File: src/rtl/alu_ctrl_decode_reg_pkg.sv
// -----------------------------------------------------------------------------
// alu_ctrl_decode_reg_pkg
//
// Shared definitions for the decode-side ALU control path:
//   - aluCtrl_e  : 4-bit ALU operation code consumed by the execute-stage ALU
//                  and produced by the main decoder.
//   - OP_* / F_* : MIPS opcode (InstrD[31:26]) and R-type funct (InstrD[5:0])
//                  encodings recognised by this lane.
//   - eCtrl_t    : control bundle carried across the ID/EX boundary.
//   - CTRL_BUBBLE / CTRL_ILLEGAL : the two canned bundle values.
// -----------------------------------------------------------------------------
package alu_ctrl_decode_reg_pkg;

   // ALU operation codes. ALU_NONE marks a slot holding an undecodable
   // instruction so the ALU never performs a meaningful operation for it.
   typedef enum logic [3:0] {
      ALU_AND  = 4'b0000,
      ALU_OR   = 4'b0001,
      ALU_ADD  = 4'b0010,
      ALU_SLT  = 4'b0011,
      ALU_XOR  = 4'b0100,
      ALU_NOR  = 4'b0101,
      ALU_SUB  = 4'b0110,
      ALU_LUI  = 4'b0111,
      ALU_SLTU = 4'b1000,
      ALU_NONE = 4'b1111
   } aluCtrl_e;

   // Primary opcodes, InstrD[31:26].
   localparam logic [5:0] OP_RTYPE = 6'b000000;
   localparam logic [5:0] OP_BEQ   = 6'b000100;
   localparam logic [5:0] OP_BNE   = 6'b000101;
   localparam logic [5:0] OP_ADDI  = 6'b001000;
   localparam logic [5:0] OP_ADDIU = 6'b001001;
   localparam logic [5:0] OP_SLTI  = 6'b001010;
   localparam logic [5:0] OP_SLTIU = 6'b001011;
   localparam logic [5:0] OP_ANDI  = 6'b001100;
   localparam logic [5:0] OP_ORI   = 6'b001101;
   localparam logic [5:0] OP_XORI  = 6'b001110;
   localparam logic [5:0] OP_LUI   = 6'b001111;
   localparam logic [5:0] OP_LW    = 6'b100011;
   localparam logic [5:0] OP_SW    = 6'b101011;

   // R-type function codes, InstrD[5:0].
   localparam logic [5:0] F_ADD  = 6'b100000;
   localparam logic [5:0] F_ADDU = 6'b100001;
   localparam logic [5:0] F_SUB  = 6'b100010;
   localparam logic [5:0] F_SUBU = 6'b100011;
   localparam logic [5:0] F_AND  = 6'b100100;
   localparam logic [5:0] F_OR   = 6'b100101;
   localparam logic [5:0] F_XOR  = 6'b100110;
   localparam logic [5:0] F_NOR  = 6'b100111;
   localparam logic [5:0] F_SLT  = 6'b101010;
   localparam logic [5:0] F_SLTU = 6'b101011;

   // Control bundle carried from Decode into Execute.
   typedef struct packed {
      aluCtrl_e aluCtrl;   // ALU operation
      logic     aluSrc;    // SrcB from immediate
      logic     zeroExt;   // zero-extend imm16 (logical immediates)
      logic     lui;       // datapath drives {imm16,16'b0} onto SrcA
      logic     regDst;    // destination is rd (R-type) rather than rt
      logic     valid;     // slot holds a real, decodable instruction
      logic     illegal;   // a real instruction with an unsupported encoding
   } eCtrl_t;

   // Empty slot: nothing executes, nothing is flagged.
   localparam eCtrl_t CTRL_BUBBLE = '{
      aluCtrl : ALU_AND,
      aluSrc  : 1'b0,
      zeroExt : 1'b0,
      lui     : 1'b0,
      regDst  : 1'b0,
      valid   : 1'b0,
      illegal : 1'b0
   };

   // Unsupported encoding: slot is killed but the event is made visible.
   localparam eCtrl_t CTRL_ILLEGAL = '{
      aluCtrl : ALU_NONE,
      aluSrc  : 1'b0,
      zeroExt : 1'b0,
      lui     : 1'b0,
      regDst  : 1'b0,
      valid   : 1'b0,
      illegal : 1'b1
   };

endpackage : alu_ctrl_decode_reg_pkg

File: src/rtl/alu_ctrl_decode_comb.sv
// -----------------------------------------------------------------------------
// alu_ctrl_decode_comb
//
// Pure combinational decode of a MIPS opcode/funct pair into the ID/EX control
// bundle. No state.
//
// Ports:
//   op     in  6        InstrD[31:26]
//   funct  in  6        InstrD[5:0]
//   valid  in  1        the instruction word is real (else a bubble is produced)
//   ctrl   out eCtrl_t  decoded control bundle
// -----------------------------------------------------------------------------
module alu_ctrl_decode_comb
   import alu_ctrl_decode_reg_pkg::*;
(
   input  logic [5:0] op,
   input  logic [5:0] funct,
   input  logic       valid,
   output eCtrl_t     ctrl
);

   logic isLegal;

   always_comb begin
      // NOTE: every variable driven here gets a default first, so no path
      // through the case statements can leave it unassigned and infer a latch.
      ctrl    = CTRL_BUBBLE;
      isLegal = 1'b1;

      case (op)
         OP_RTYPE: begin
            ctrl.regDst = 1'b1;
            case (funct)
               F_ADD, F_ADDU: ctrl.aluCtrl = ALU_ADD;
               F_SUB, F_SUBU: ctrl.aluCtrl = ALU_SUB;
               F_AND:         ctrl.aluCtrl = ALU_AND;
               F_OR:          ctrl.aluCtrl = ALU_OR;
               F_XOR:         ctrl.aluCtrl = ALU_XOR;
               F_NOR:         ctrl.aluCtrl = ALU_NOR;
               F_SLT:         ctrl.aluCtrl = ALU_SLT;
               F_SLTU:        ctrl.aluCtrl = ALU_SLTU;
               default:       isLegal      = 1'b0;
            endcase
         end

         // Address generation shares the adder with the add-immediates.
         OP_ADDI, OP_ADDIU, OP_LW, OP_SW: begin
            ctrl.aluSrc  = 1'b1;
            ctrl.aluCtrl = ALU_ADD;
         end

         OP_SLTI: begin
            ctrl.aluSrc  = 1'b1;
            ctrl.aluCtrl = ALU_SLT;
         end

         OP_SLTIU: begin
            ctrl.aluSrc  = 1'b1;
            ctrl.aluCtrl = ALU_SLTU;
         end

         // Logical immediates zero-extend imm16.
         OP_ANDI: begin
            ctrl.aluSrc  = 1'b1;
            ctrl.zeroExt = 1'b1;
            ctrl.aluCtrl = ALU_AND;
         end

         OP_ORI: begin
            ctrl.aluSrc  = 1'b1;
            ctrl.zeroExt = 1'b1;
            ctrl.aluCtrl = ALU_OR;
         end

         OP_XORI: begin
            ctrl.aluSrc  = 1'b1;
            ctrl.zeroExt = 1'b1;
            ctrl.aluCtrl = ALU_XOR;
         end

         // The shifted immediate is placed on SrcA by the datapath; the ALU
         // just passes it through.
         OP_LUI: begin
            ctrl.aluSrc  = 1'b1;
            ctrl.lui     = 1'b1;
            ctrl.aluCtrl = ALU_LUI;
         end

         // Branch compare: subtract two registers, destination irrelevant.
         OP_BEQ, OP_BNE: begin
            ctrl.aluCtrl = ALU_SUB;
         end

         default: isLegal = 1'b0;
      endcase

      if (isLegal) begin
         ctrl.valid = 1'b1;
      end else begin
         ctrl = CTRL_ILLEGAL;
      end

      // A non-instruction is a plain bubble regardless of its bit pattern.
      if (!valid) begin
         ctrl = CTRL_BUBBLE;
      end
   end

endmodule : alu_ctrl_decode_comb

File: src/rtl/alu_ctrl_decode_reg.sv
// -----------------------------------------------------------------------------
// alu_ctrl_decode_reg
//
// Decode-side producer of the ALU control code and operand-steering controls
// for one issue lane, registered as the ID/EX boundary. Per edge the E
// register is loaded with a bubble (FlushE), held (StallE) or loaded with the
// decode of InstrD, in that priority order. Unsupported encodings with
// ValidD high are killed and flagged on IllegalE.
//
// Build option: define ALU_DECODE_STATS_EN to add a saturating count of
// illegal instructions loaded into E, exposed on IllegalCntE.
//
// Parameters:
//   CNT_W        width of the illegal-instruction counter (stats build only)
//
// Ports:
//   clk          in   1      pipeline clock, rising edge
//   rst_n        in   1      asynchronous active-low reset
//   InstrD       in   32     instruction word in Decode
//   ValidD       in   1      InstrD holds a real instruction
//   StallE       in   1      hold all E-stage outputs
//   FlushE       in   1      load a bubble into E
//   ALUCtrlE     out  4      ALU operation code
//   ALUSrcE      out  1      SrcB from immediate
//   ZeroExtE     out  1      zero-extend imm16, else sign-extend
//   LuiE         out  1      datapath drives {imm16,16'b0} onto SrcAE
//   RegDstE      out  1      rd destination (R-type), else rt
//   ValidE       out  1      E slot holds a real instruction
//   IllegalE     out  1      E slot holds an unsupported instruction
//   IllegalCntE  out  CNT_W  saturating illegal count (ALU_DECODE_STATS_EN)
// -----------------------------------------------------------------------------
module alu_ctrl_decode_reg
   import alu_ctrl_decode_reg_pkg::*;
#(
   parameter int unsigned CNT_W = 16
) (
   input  logic              clk,
   input  logic              rst_n,
   input  logic [31:0]       InstrD,
   input  logic              ValidD,
   input  logic              StallE,
   input  logic              FlushE,
   output logic [3:0]        ALUCtrlE,
   output logic              ALUSrcE,
   output logic              ZeroExtE,
   output logic              LuiE,
   output logic              RegDstE,
   output logic              ValidE,
   output logic              IllegalE
`ifdef ALU_DECODE_STATS_EN
   ,
   output logic [CNT_W-1:0]  IllegalCntE
`endif
);

   eCtrl_t decCtrl;
   eCtrl_t eReg;

   // Register and immediate fields are decoded by other units of the lane.
   logic unusedInstrBits;
   assign unusedInstrBits = ^InstrD[25:6];

   alu_ctrl_decode_comb uDecode (
      .op    (InstrD[31:26]),
      .funct (InstrD[5:0]),
      .valid (ValidD),
      .ctrl  (decCtrl)
   );

   // E register: flush beats stall, stall beats load.
   always_ff @(posedge clk or negedge rst_n) begin
      if (!rst_n) begin
         // NOTE: nonblocking assignments for all state, so every flop samples
         // the pre-edge values regardless of process ordering.
         eReg <= CTRL_BUBBLE;
      end else if (FlushE) begin
         eReg <= CTRL_BUBBLE;
      end else if (!StallE) begin
         eReg <= decCtrl;
      end
   end

   assign ALUCtrlE = eReg.aluCtrl;
   assign ALUSrcE  = eReg.aluSrc;
   assign ZeroExtE = eReg.zeroExt;
   assign LuiE     = eReg.lui;
   assign RegDstE  = eReg.regDst;
   assign ValidE   = eReg.valid;
   assign IllegalE = eReg.illegal;

`ifdef ALU_DECODE_STATS_EN
   logic [CNT_W-1:0] illegalCnt;
   logic             loadIllegal;

   // Counts only edges that actually place an illegal instruction into E.
   assign loadIllegal = decCtrl.illegal & ~StallE & ~FlushE;

   always_ff @(posedge clk or negedge rst_n) begin
      if (!rst_n) begin
         illegalCnt <= '0;
      end else if (loadIllegal && (illegalCnt != {CNT_W{1'b1}})) begin
         illegalCnt <= illegalCnt + 1'b1;
      end
   end

   assign IllegalCntE = illegalCnt;
`endif

endmodule : alu_ctrl_decode_reg
File: config.mk
export PLATFORM = sky130hd
export DESIGN_NAME = alu_ctrl_decode_reg
export DESIGN_NICKNAME = d
export VERILOG_FILES = /design/src/rtl/alu_ctrl_decode_reg_pkg.sv /design/src/rtl/alu_ctrl_decode_comb.sv /design/src/rtl/alu_ctrl_decode_reg.sv
export SDC_FILE = /design/constraint.sdc
export NUM_CORES = 1
export LEC_CHECK = 0
export ABC_AREA = 1
export ABC_CLOCK_PERIOD_IN_PS = 970
export BUFFER_PORTS_ARGS = -buffer_cell sky130_fd_sc_hd__buf_4
export CAP_MARGIN = 20
export CORE_MARGIN = 2
export CORE_UTILIZATION = 42
export CTS_BUF_LIST = sky130_fd_sc_hd__clkbuf_2 sky130_fd_sc_hd__clkbuf_4 sky130_fd_sc_hd__clkbuf_8
export DETAILED_ROUTE_END_ITERATION = 8
export PLACE_DENSITY = 0.93
export SETUP_SLACK_MARGIN = 0.02
export SYNTH_ARGS = -nofsm -noshare
export SYNTH_HDL_FRONTEND = slang
export SYNTH_SLANG_ARGS = --single-unit
File: constraint.sdc
create_clock -name clk -period 0.97 [get_ports clk]
set_clock_uncertainty 0.15 [all_clocks]
set_input_delay 0.0485 -clock clk [delete_from_list [all_inputs] [get_ports clk]]
set_output_delay 0.0485 -clock clk [all_outputs]
set_load 0.02 [all_outputs]
* Yosys cells after proc, flatten, opt, wreduce, memory -nomap -nowiden *
Cells that the tools add are included.

storage, ports and cells
  word-level logic and storage cells = 53
  bits of input ports = 37
  output and inout bits = 10
  register bits after elaboration = 10

operators by class
  reduce and logical (&&, ||, !) cells = 9
  equality and inequality tests = 23
  mux-type cells = 14

operators by type and width
  cell                                                    number
  equality test 6 bit (second input constant)             12
  equality test 6 x 4 -> 1 bit (second input constant)    8
  case mux 4 bit (8 select lines)                         1
  2-to-1 mux 10 bit                                       3
  case mux 4 bit (7 select lines)                         1
  OR reduction 10 bit                                     2
  equality test 6 x 3 -> 1 bit (second input constant)    2
  OR reduction 12 bit                                     1
  2-to-1 mux 8 bit                                        1
  2-to-1 mux 1 bit                                        7
  zero test 6 bit                                         1
  OR reduction 2 bit                                      3
  OR reduction 4 bit                                      1
  OR reduction 3 bit                                      1
  inequality test 2 x 1 -> 1 bit (second input constant)  1
  case mux 1 bit (2 select lines)                         1

* Longest topological paths before layout *
Gate-level depths: netlist of run 1.

  depth in word-level cells = 8
  depth in mapped cells = 9
  mapped depth without buffers = 9

* Modules after synthesis *
A second synthesis of run 1 with hierarchy kept.

second synthesis, totals
  cell total of the unflattened synthesis = 136
  area, all modules = 864.6 µm²

by module, submodules not included
  module                cells an instance  sequential area each (µm²)  instances  area an instance (µm²)
  alu_ctrl_decode_comb  93                 0.0                         1          462.9
  alu_ctrl_decode_reg   43                 250.2                       1          401.6

* Least setup slack after synthesis of run 1 *
No wires, ideal clock.

  kind = reg2reg
  start point = register ALUSrcE (netlist name)
  end point = register eReg (netlist bit ALUSrcE)
  stages on the path, launching flop included = 2
  required time = 0.699 ns
  buffers on the path = 0
  library setup time = 0.121 ns
  arrival = 0.678 ns
  clock period less this slack = 0.949 ns
  path slack = 0.021 ns
  cells stage by stage = dfrtp_1 > a22o_2

RTL lines
  item                  RTL line                   text
  to (signal assigned)  alu_ctrl_decode_reg.sv:79  eReg <= decCtrl;
  to (decl)             alu_ctrl_decode_reg.sv:57  eCtrl_t eReg;

* Worst setup path after layout of run 1 *
  start point = register eReg (netlist bit ALUCtrlE[0])
  end point = output port ALUCtrlE[0]

RTL lines
  item       RTL line                   text
  to (decl)  alu_ctrl_decode_reg.sv:43  output logic [3:0] ALUCtrlE,

No word-level cell between the ends.

==> impl_metrics.toml, run 1 <==
[run_status]
status = "finished, violations left"
violations = "hold timing, setup timing"

[routing]
via_count = 832
wl_per_cell_um = 11.9
drt_iter0_drc = 15
vias_per_cell = 5.17
final_antenna_net_count = 0
drc = 0
routed_wl_um = 1910
first_pass_iters = 4

[logic_synthesis]
syn_inst = 100
synth-seq-area-share_pct = 36.4
synth_top_area_share_pct = 36.4
ys_types = 21
syn_area_per_cell_um2 = 6.87
synth_edf_count = 0
ys_top_cells_by_count = "nand2_1, inv_1, nand3_1"
yosys_warnings = 0
synth.area.top_cells = "dfrtp_1, nand2_1, nand3_1"
ys_ff_latch = 10
synth_ff_type = "dfrtp_1"
post-synth-top-count-cell = "nand2_1"
async_reset_ff_share_pct = 100
synth_area_leader_cell = "dfrtp_1"
syn_area_um2 = 687
synth_fp_nets = 137

[finish]
areaGrowthSynthToFinish_pct = 60.8
drive_above_1_share_pct = 38.6
final_cell_area_um2 = 1100
fin_nets = 183
diodes = 0
fin_util_pct = 72.5

[global_routing]
grt_max_degree = 11
grt_pass1_vias = 780
grt.overflow.total = 0
grt_pass1_wl_um = 3050
antenna_found_initial = 0
grt_use_total_pct = 20.9

[critical_path]
r2r_cells = 2
reg2reg_slack_ns = 0.03
critical_path_class = "flip-flop to primary output"
crit_end = "ALUCtrlE[0]"
critPathRequiredTime_ns = 0.77
cp_slowest_cell = "dfrtp_1"
path_cells = "buf_6"
crit_arrival_ns = 0.83
crit_fanout = 2
cp-end-kind = "primary output"
cpLargestDelayFamily = "flip-flops"
cp.depth = 1
worstReg2RegEnd = "ALUCtrlE[3]"
crit_path_start = "ALUCtrlE[0]"
crit_buf_inv = 1
startpoint_type = "flip-flop"
critPathMaxStageDelay_ns = 0.42
r2r_start = "ALUCtrlE[3]"

[floorplan]
die_x_um = 44.4
die_area_um2 = 1970
start_util_pct = 45.1
core_region_area_um2 = 1520
io_pins = 47
fp.dieH_um = 44.4
std_cell_rows = 14

[timing]
fin_crit_ns = 1.03
worstMarginPinSlew_ns = 0.337
worst_hold_slack_ns = -0.154
fin_crit_sh_pct = 106
setup_violations = 10
max_freq_mhz = 972
drv_slew = 0
setup_ws_ns = -0.0591
hold_violations = 7
max_slew_margin_pct = 77.5
rsz0062_at_grt = "yes"

[place]
hpwl_um = 1380
port_buffers = 26
postPlaceCellArea_um2 = 962
gp_congestion = 0.856

[pwr]
power_leakage_nw = 0.625
vdd_drop_max_mv = 0.445
powerDensity_nw_per_um2 = 994

[clock_tree]
postCtsHoldBufs = 1
cts.sinks = 10
h-tree-depth = 1
numCtsBuffers = 3
cts_tree = "done"
root_buffer = "clkbuf_4"
clock_path_buffers = 2
path_clk_slew_ns = 0.07
insertion_delay_ns = 0.27

[job]
max_cap_viol_count = 0

[worst_hold_path]
hold_class = "primary input to flip-flop"
registers in the layout (all words and copies together), names as in the netlist:
name / cells
ALUCtrlE: 4
ALUSrcE: 1
IllegalE: 1
LuiE: 1
RegDstE: 1
ValidE: 1
ZeroExtE: 1
how the worst min path moves through the flow:
stage,slack (ns),endpoint,from,cells past startpoint
3_3_place_gp,-0.27,ValidE,rst_n,1
4_1_cts,-0.15,LuiE,StallE,2
5_1_grt,-0.14,ZeroExtE,StallE,2
2_1_floorplan,-0.40,ALUCtrlE[0],rst_n,0
3_5_place_dp,-0.27,ALUSrcE,rst_n,1
6_report,-0.15,ZeroExtE,StallE,2
layout make-up:
cell class                 count  area, um^2
sequential                    10         250
multi-input combinational     76         394
tap                           16        20.0
timing repair buffer          41         352
fill                         117         419
clock buffer                   4        36.3
inverter                      14        52.6
stage by stage:
step	power, mW	setup slack, ns	TNS, ns	instances
5_1_grt	1.14	-0.0749	-0.511	161
4_1_cts	1.07	-0.0316	-0.185	159
6_report	1.10	-0.0591	-0.303	161
2_1_floorplan	0.551	0.0211	0	100
3_5_place_dp	0.687	-0.202	-1.22	150
3_3_place_gp	0.676	-0.152	-1.00	150
power breakdown:
group | total [mW] | internal [mW] | switching, mW
Combinational | 0.275 | 0.136 | 0.138
Sequential | 0.445 | 0.432 | 0.0130
Clock | 0.378 | 0.228 | 0.150
Total | 1.10 | 0.796 | 0.301
layout by cell type, fill, tap and decap left out, drive strengths merged, types with 2 or more instances in the layout:
cell    synthesis  routed
buf             0      40
nand2          33      33
nand3          15      15
inv            14      14
nor2           14      14
dfrtp          10      10
clkbuf          0       4
o21ai           3       3
nand3b          2       2
nor3            2       2
cells by family (layout without fill, tap and decap cells):
group                  after synthesis  count (layout)  share of synthesized area [%]
and+or+nand+nor                     68              68                           47.7
buffers and inverters               14              59                           7.65
DFF                                 10              10                           36.4
AOI/OAI and AO/OA                    8               8                           8.20
layer usage:
layer  share of wire [%]  up-vias  track usage [%]
met5                   0        -                0
met1                  39      388             23.2
li1                    -      414                -
met2                  56       26             39.4
met3                 4.8        4             4.49
met4                0.73        0             6.06
timing repair:
item                                   4_1_cts  5_1_grt
gates resized for setup                     10        5
pin swaps                                    0        1
endpoints found under the hold margin       16        4
buffers inserted                             4        2
setup endpoints to repair                   10       16
Power figures use the tool's default switching activity.
==> run 2, diff against run 1 <==
--- a/config.mk
+++ b/config.mk
@@ -7,7 +7,7 @@
 export LEC_CHECK = 0
 export ABC_AREA = 1
 export ABC_CLOCK_PERIOD_IN_PS = 970
-export BUFFER_PORTS_ARGS = -buffer_cell sky130_fd_sc_hd__buf_4
+export BUFFER_PORTS_ARGS = -buffer_cell sky130_fd_sc_hd__buf_2
 export CAP_MARGIN = 20
 export CORE_MARGIN = 2
 export CORE_UTILIZATION = 42
==> run 2 against run 1 <==
  * The run still ends with hold timing, setup timing left
  * Sequential share of layout area increased by 0.39 points
  * Non-clock buffer count rose by 1
  * Utilization is 1.2 points lower
  * Sequential power hardly changed
  * Clock power grew 4%
  * First-iteration DRC count grew 27%
  * Cell area decreased by 1.7%
  * Critical path depth unchanged
  * Critical path type unchanged
  * Critical endpoint is now ALUCtrlE[2]
  * Largest cell class unchanged
==> impl_metrics.toml, run 2 (synthesis gave the netlist of run 1 again) <==
[pwr]
pwr-share-seq_pct = 40.7
vdd_drop_max_mv = 0.543
power_switching_mw = 0.313
powerDensity_nw_per_um2 = 1000
power_leakage_nw = 0.625
clockPowerShare_pct = 36.0
swShare_pct = 28.8
p_int_mw = 0.776
combPwrFrac_pct = 23.3

[timing]
worst_hold_slack_ns = -0.112
setup_ws_ns = -0.0485
drv_slew = 0
rsz0062_at_grt = "yes"
fin_crit_sh_pct = 105
fin_crit_ns = 1.02
setup_violations = 11
worstMarginPinSlew_ns = 0.342
fin_tns_setup_ns = -0.421
max_slew_margin_pct = 77.1
max_freq_mhz = 982
hold_violations = 5

[place]
hpwl_um = 1370
postPlaceCellArea_um2 = 890
port_buffers = 26
gp_congestion = 0.840

[clock_tree]
path_clk_slew_ns = 0.07
h-tree-depth = 1
root_buffer = "clkbuf_4"
clock_path_buffers = 2
cts_tree = "done"
postCtsHoldBufs = 1
numCtsBuffers = 3
insertion_delay_ns = 0.28
cts.sinks = 10

[critical_path]
path_cells = "buf_6"
cpLargestDelayFamily = "flip-flops"
r2r_cells = 2
worstReg2RegEnd = "ALUSrcE"
crit_arrival_ns = 0.82
reg2reg_slack_ns = -0.04
critical_path_class = "flip-flop to primary output"
crit_fanout = 2
critPathMaxStageDelay_ns = 0.40
startpoint_type = "flip-flop"
crit_buf_inv = 1
cp_slowest_cell = "dfrtp_1"
r2r_start = "ALUSrcE"
cp-end-kind = "primary output"
critPathRequiredTime_ns = 0.77

[routing]
routed_wl_um = 1880
drt_iter0_drc = 19
drc = 0
via_count = 827
vias_per_cell = 5.10
first_pass_iters = 4
final_antenna_net_count = 0
wl_per_cell_um = 11.6

[global_routing]
antenna_found_initial = 0
grt_max_degree = 11
grt_pass1_vias = 801
grt_use_total_pct = 21.4
grt_pass1_wl_um = 3130
grt.overflow.total = 0

[finish]
drive_above_1_share_pct = 42.5
layout_common_cells = "nand2_1, buf_2, buf_4, inv_1, nand3_1"
mostFrequentLayoutCell = "nand2_1"
n_fill_cell = 123
fin_nets = 184
final_cell_area_um2 = 1090
areaGrowthSynthToFinish_pct = 58.1
largest_reg_flops = 4
diodes = 0

[floorplan]
fp.dieH_um = 44.4
io_pins = 47
start_util_pct = 45.1
core_region_area_um2 = 1520
die_x_um = 44.4
std_cell_rows = 14
die_area_um2 = 1970

[run_status]
violations = "hold timing, setup timing"
status = "finished, violations left"

[worst_hold_path]
hold_path_depth = 2
hold_end = "ZeroExtE"
hold_class = "primary input to flip-flop"
hp-start = "FlushE"

[job]
max_cap_viol_count = 0
-- run 2: changes by cell type in the layout (fill, tap and decap cells not counted) --
cell,change
nand3_2,+2
buf_6,-1
o41ai_2,+1
buf_2,+16
or2_0,+1
nand3_1,-2
or2_1,-1
inv_2,+2
o41ai_1,-1
inv_1,-2
buf_4,-14
-- run 2: final cells by class --
cell class	count	area, um^2	share of cell area [%]
Multi-Input combinational cell	76	412	37.9
Timing Repair Buffer	42	315	29.0
Sequential cell	10	250	23.0
Inverter	14	52.6	4.84
Clock buffer	4	36.3	3.34
Tap cell	16	20.0	1.84
-- run 2: per-stage QoR --
step	util [%]	total power [mW]	setup WS, ns	instances
4_1_cts	69.5	1.07	-0.0372	162
5_1_grt	71.3	1.13	-0.0636	162
2_1_floorplan	-	0.551	0.0211	100
3_5_place_dp	58.4	0.657	-0.189	149
3_3_place_gp	58.4	0.647	-0.138	149
6_report	71.3	1.09	-0.0485	162
-- run 2: worst max-delay path by stage --
stage | cells past startpoint | from | endpoint
after floorplan | 1 | ALUSrcE | ALUSrcE
after global placement | 8 | InstrD[30] | ALUCtrlE[2]
after detailed placement | 8 | InstrD[30] | ALUCtrlE[2]
after CTS | 1 | ALUCtrlE[3] | ALUCtrlE[3]
after global routing | 1 | ALUCtrlE[1] | ALUCtrlE[1]
final | 1 | ALUCtrlE[2] | ALUCtrlE[2]
-- run 2: per-layer routing --
layer	wire length, um	vias to the layer above	share of wire [%]	global-route usage (%)
li1	-	415	-	-
met1	743	383	40	22.6
met2	1020	25	54	41.2
met3	80	4	4.3	1.22
met4	31	0	1.6	12.1
met5	0	-	0	0
-- run 2: power by group through the flow --
stage,sequential [mW],combinational (mW),clock [mW]
floorplan,0.468,0.0831,0
global placement,0.447,0.200,0
detailed placement,0.448,0.209,0
CTS,0.443,0.245,0.381
global route,0.446,0.281,0.401
finish,0.444,0.254,0.392
-- run 2: what timing repair did --
| action | 4_1_cts | 5_1_grt |
|---|---|---|
| pin swaps | 0 | 2 |
| resized for setup | 20 | 8 |
| hold endpoints to repair | 15 | 2 |
| endpoints found under the setup margin | 10 | 17 |
| buffers inserted | 8 | 0 |
==> run 3, diff against run 2 <==
--- a/config.mk
+++ b/config.mk
@@ -6,7 +6,7 @@
 export NUM_CORES = 1
 export LEC_CHECK = 0
 export ABC_AREA = 1
-export ABC_CLOCK_PERIOD_IN_PS = 970
+export ABC_CLOCK_PERIOD_IN_PS = 1000
 export BUFFER_PORTS_ARGS = -buffer_cell sky130_fd_sc_hd__buf_2
 export CAP_MARGIN = 20
 export CORE_MARGIN = 2
==> constraint.sdc (replaced) <==
create_clock -name clk -period 1 [get_ports clk]
set_clock_uncertainty 0.15 [all_clocks]
set_input_delay 0.05 -clock clk [delete_from_list [all_inputs] [get_ports clk]]
set_output_delay 0.05 -clock clk [all_outputs]
set_load 0.02 [all_outputs]
==> run 3 against run 2 <==
  * Via count is 0.24% higher
  * The flow still finishes with violations (hold timing, setup timing)
  * Clock power is 29% lower
  * Sequential share of layout area is 0.46 points higher
==> impl_metrics.toml, run 3 (synthesis gave the netlist of run 1 again) <==
[routing]
wl_per_cell_um = 12.5
drc = 0
first_pass_iters = 4
routed_wl_um = 2020
via_count = 829
drt_iter0_drc = 30
final_antenna_net_count = 0
vias_per_cell = 5.12

[timing]
setup_ws_ns = -0.0199
setup_violations = 7
fin_crit_ns = 1.02
max_freq_mhz = 980
hold_violations = 2
worstMarginPinSlew_ns = 0.334
rsz0062_at_grt = "yes"
fin_crit_sh_pct = 102
fin_tns_setup_ns = -0.0844
drv_slew = 0
worst_hold_slack_ns = -0.125
max_slew_margin_pct = 77.6

[floorplan]
io_pins = 47
die_area_um2 = 1970
fp.dieH_um = 44.4
core_region_area_um2 = 1520
die_x_um = 44.4
start_util_pct = 45.1
std_cell_rows = 14

[job]
max_cap_viol_count = 0

[place]
gp_congestion = 0.829
dp.cells = 150
place_ws_ns = -0.163
postPlaceCellArea_um2 = 897
hpwl_um = 1380
port_buffers = 26

[clock_tree]
cts.sinks = 10
numCtsBuffers = 3
postCtsHoldBufs = 1
h-tree-depth = 1
insertion_delay_ns = 0.27
path_clk_slew_ns = 0.06
clock_path_buffers = 2
root_buffer = "clkbuf_4"
cts_tree = "done"

[finish]
final_cell_area_um2 = 1060
layout_common_cells = "nand2_1, buf_2, buf_4, inv_1, nand3_1"
fin_nets = 185
diodes = 0
fin_util_pct = 69.9
areaGrowthSynthToFinish_pct = 55.0
largest_reg_flops = 4
final_cells = 162
mostFrequentLayoutCell = "nand2_1"
drive_above_1_share_pct = 39.0

[run_status]
status = "finished, violations left"
violations = "hold timing, setup timing"

[critical_path]
critical_path_class = "flip-flop to primary output"
startpoint_type = "flip-flop"
cp_slowest_cell = "dfrtp_1"
crit_arrival_ns = 0.82
cpLargestDelayFamily = "flip-flops"
cp-end-kind = "primary output"
path_cells = "buf_6"
reg2reg_slack_ns = 0.02
critPathRequiredTime_ns = 0.80
crit_buf_inv = 1
crit_fanout = 2
critPathMaxStageDelay_ns = 0.40

[global_routing]
grt.overflow.total = 0
grt_pass1_wl_um = 3150
grt_pass1_vias = 759
grt_use_total_pct = 21.5
grt_max_degree = 11
antenna_found_initial = 0

[worst_hold_path]
hold_class = "primary input to flip-flop"

[pwr]
vdd_drop_max_mv = 0.415
power_leakage_nw = 0.614
powerDensity_nw_per_um2 = 899
p_total_mw = 0.957
==> run 3: changes by cell type in the layout (fill, tap and decap cells not counted) <==
| cell | change |
|---|---|
| o41ai_2 | -1 |
| nand3_1 | +1 |
| o41ai_1 | +1 |
| clkbuf_8 | -1 |
| nand2_1 | +1 |
| inv_2 | -2 |
| nand3_2 | -1 |
| nand2_2 | -1 |
| inv_1 | +2 |
| buf_4 | +1 |
==> run 3: final timing paths <==
check | start | to | cells after the start
hold reg to reg | ALUSrcE | ALUSrcE | 1
min in group asynchronous | rst_n | ALUCtrlE[0] | 2
setup / recovery | ZeroExtE | ZeroExtE | 1
setup reg to reg | ALUCtrlE[3] | ALUCtrlE[3] | 2
max in group asynchronous | rst_n | IllegalE | 2
hold / removal | StallE | ZeroExtE | 2
==> run 3: repair_timing <==
action                                  in CTS  in global routing
setup buffers                                7                  1
gates resized for setup                     20                  3
endpoints found under the hold margin       13                  2
endpoints found under the setup margin      10                 14
==> run 3: power breakdown <==
part	switching [mW]	total, mW	internal [mW]	leakage (nW)
logic	0.133	0.247	0.114	0.463
registers	0.0126	0.432	0.420	0.137
clock network	0.139	0.278	0.139	0.0138
total	0.285	0.957	0.673	0.614
==> run 3: layout make-up <==
cell class,count,area (um^2)
Multi-Input combinational cell,76,397
Fill cell,121,459
Sequential cell,10,250
Timing Repair Buffer,43,323
Inverter,14,52.6
Clock buffer,3,22.5
Tap cell,16,20.0
==> run 3: routing by layer <==
layer / share of wire (%) / vias up / wire [um] / track usage [%]
li1: - / 419 / - / -
met1: 38 / 367 / 774 / 24.3
met2: 54 / 40 / 1100 / 40.6
met3: 6.3 / 3 / 127 / 2.04
met4: 1.2 / 0 / 24 / 9.09
met5: 0 / - / 0 / 0
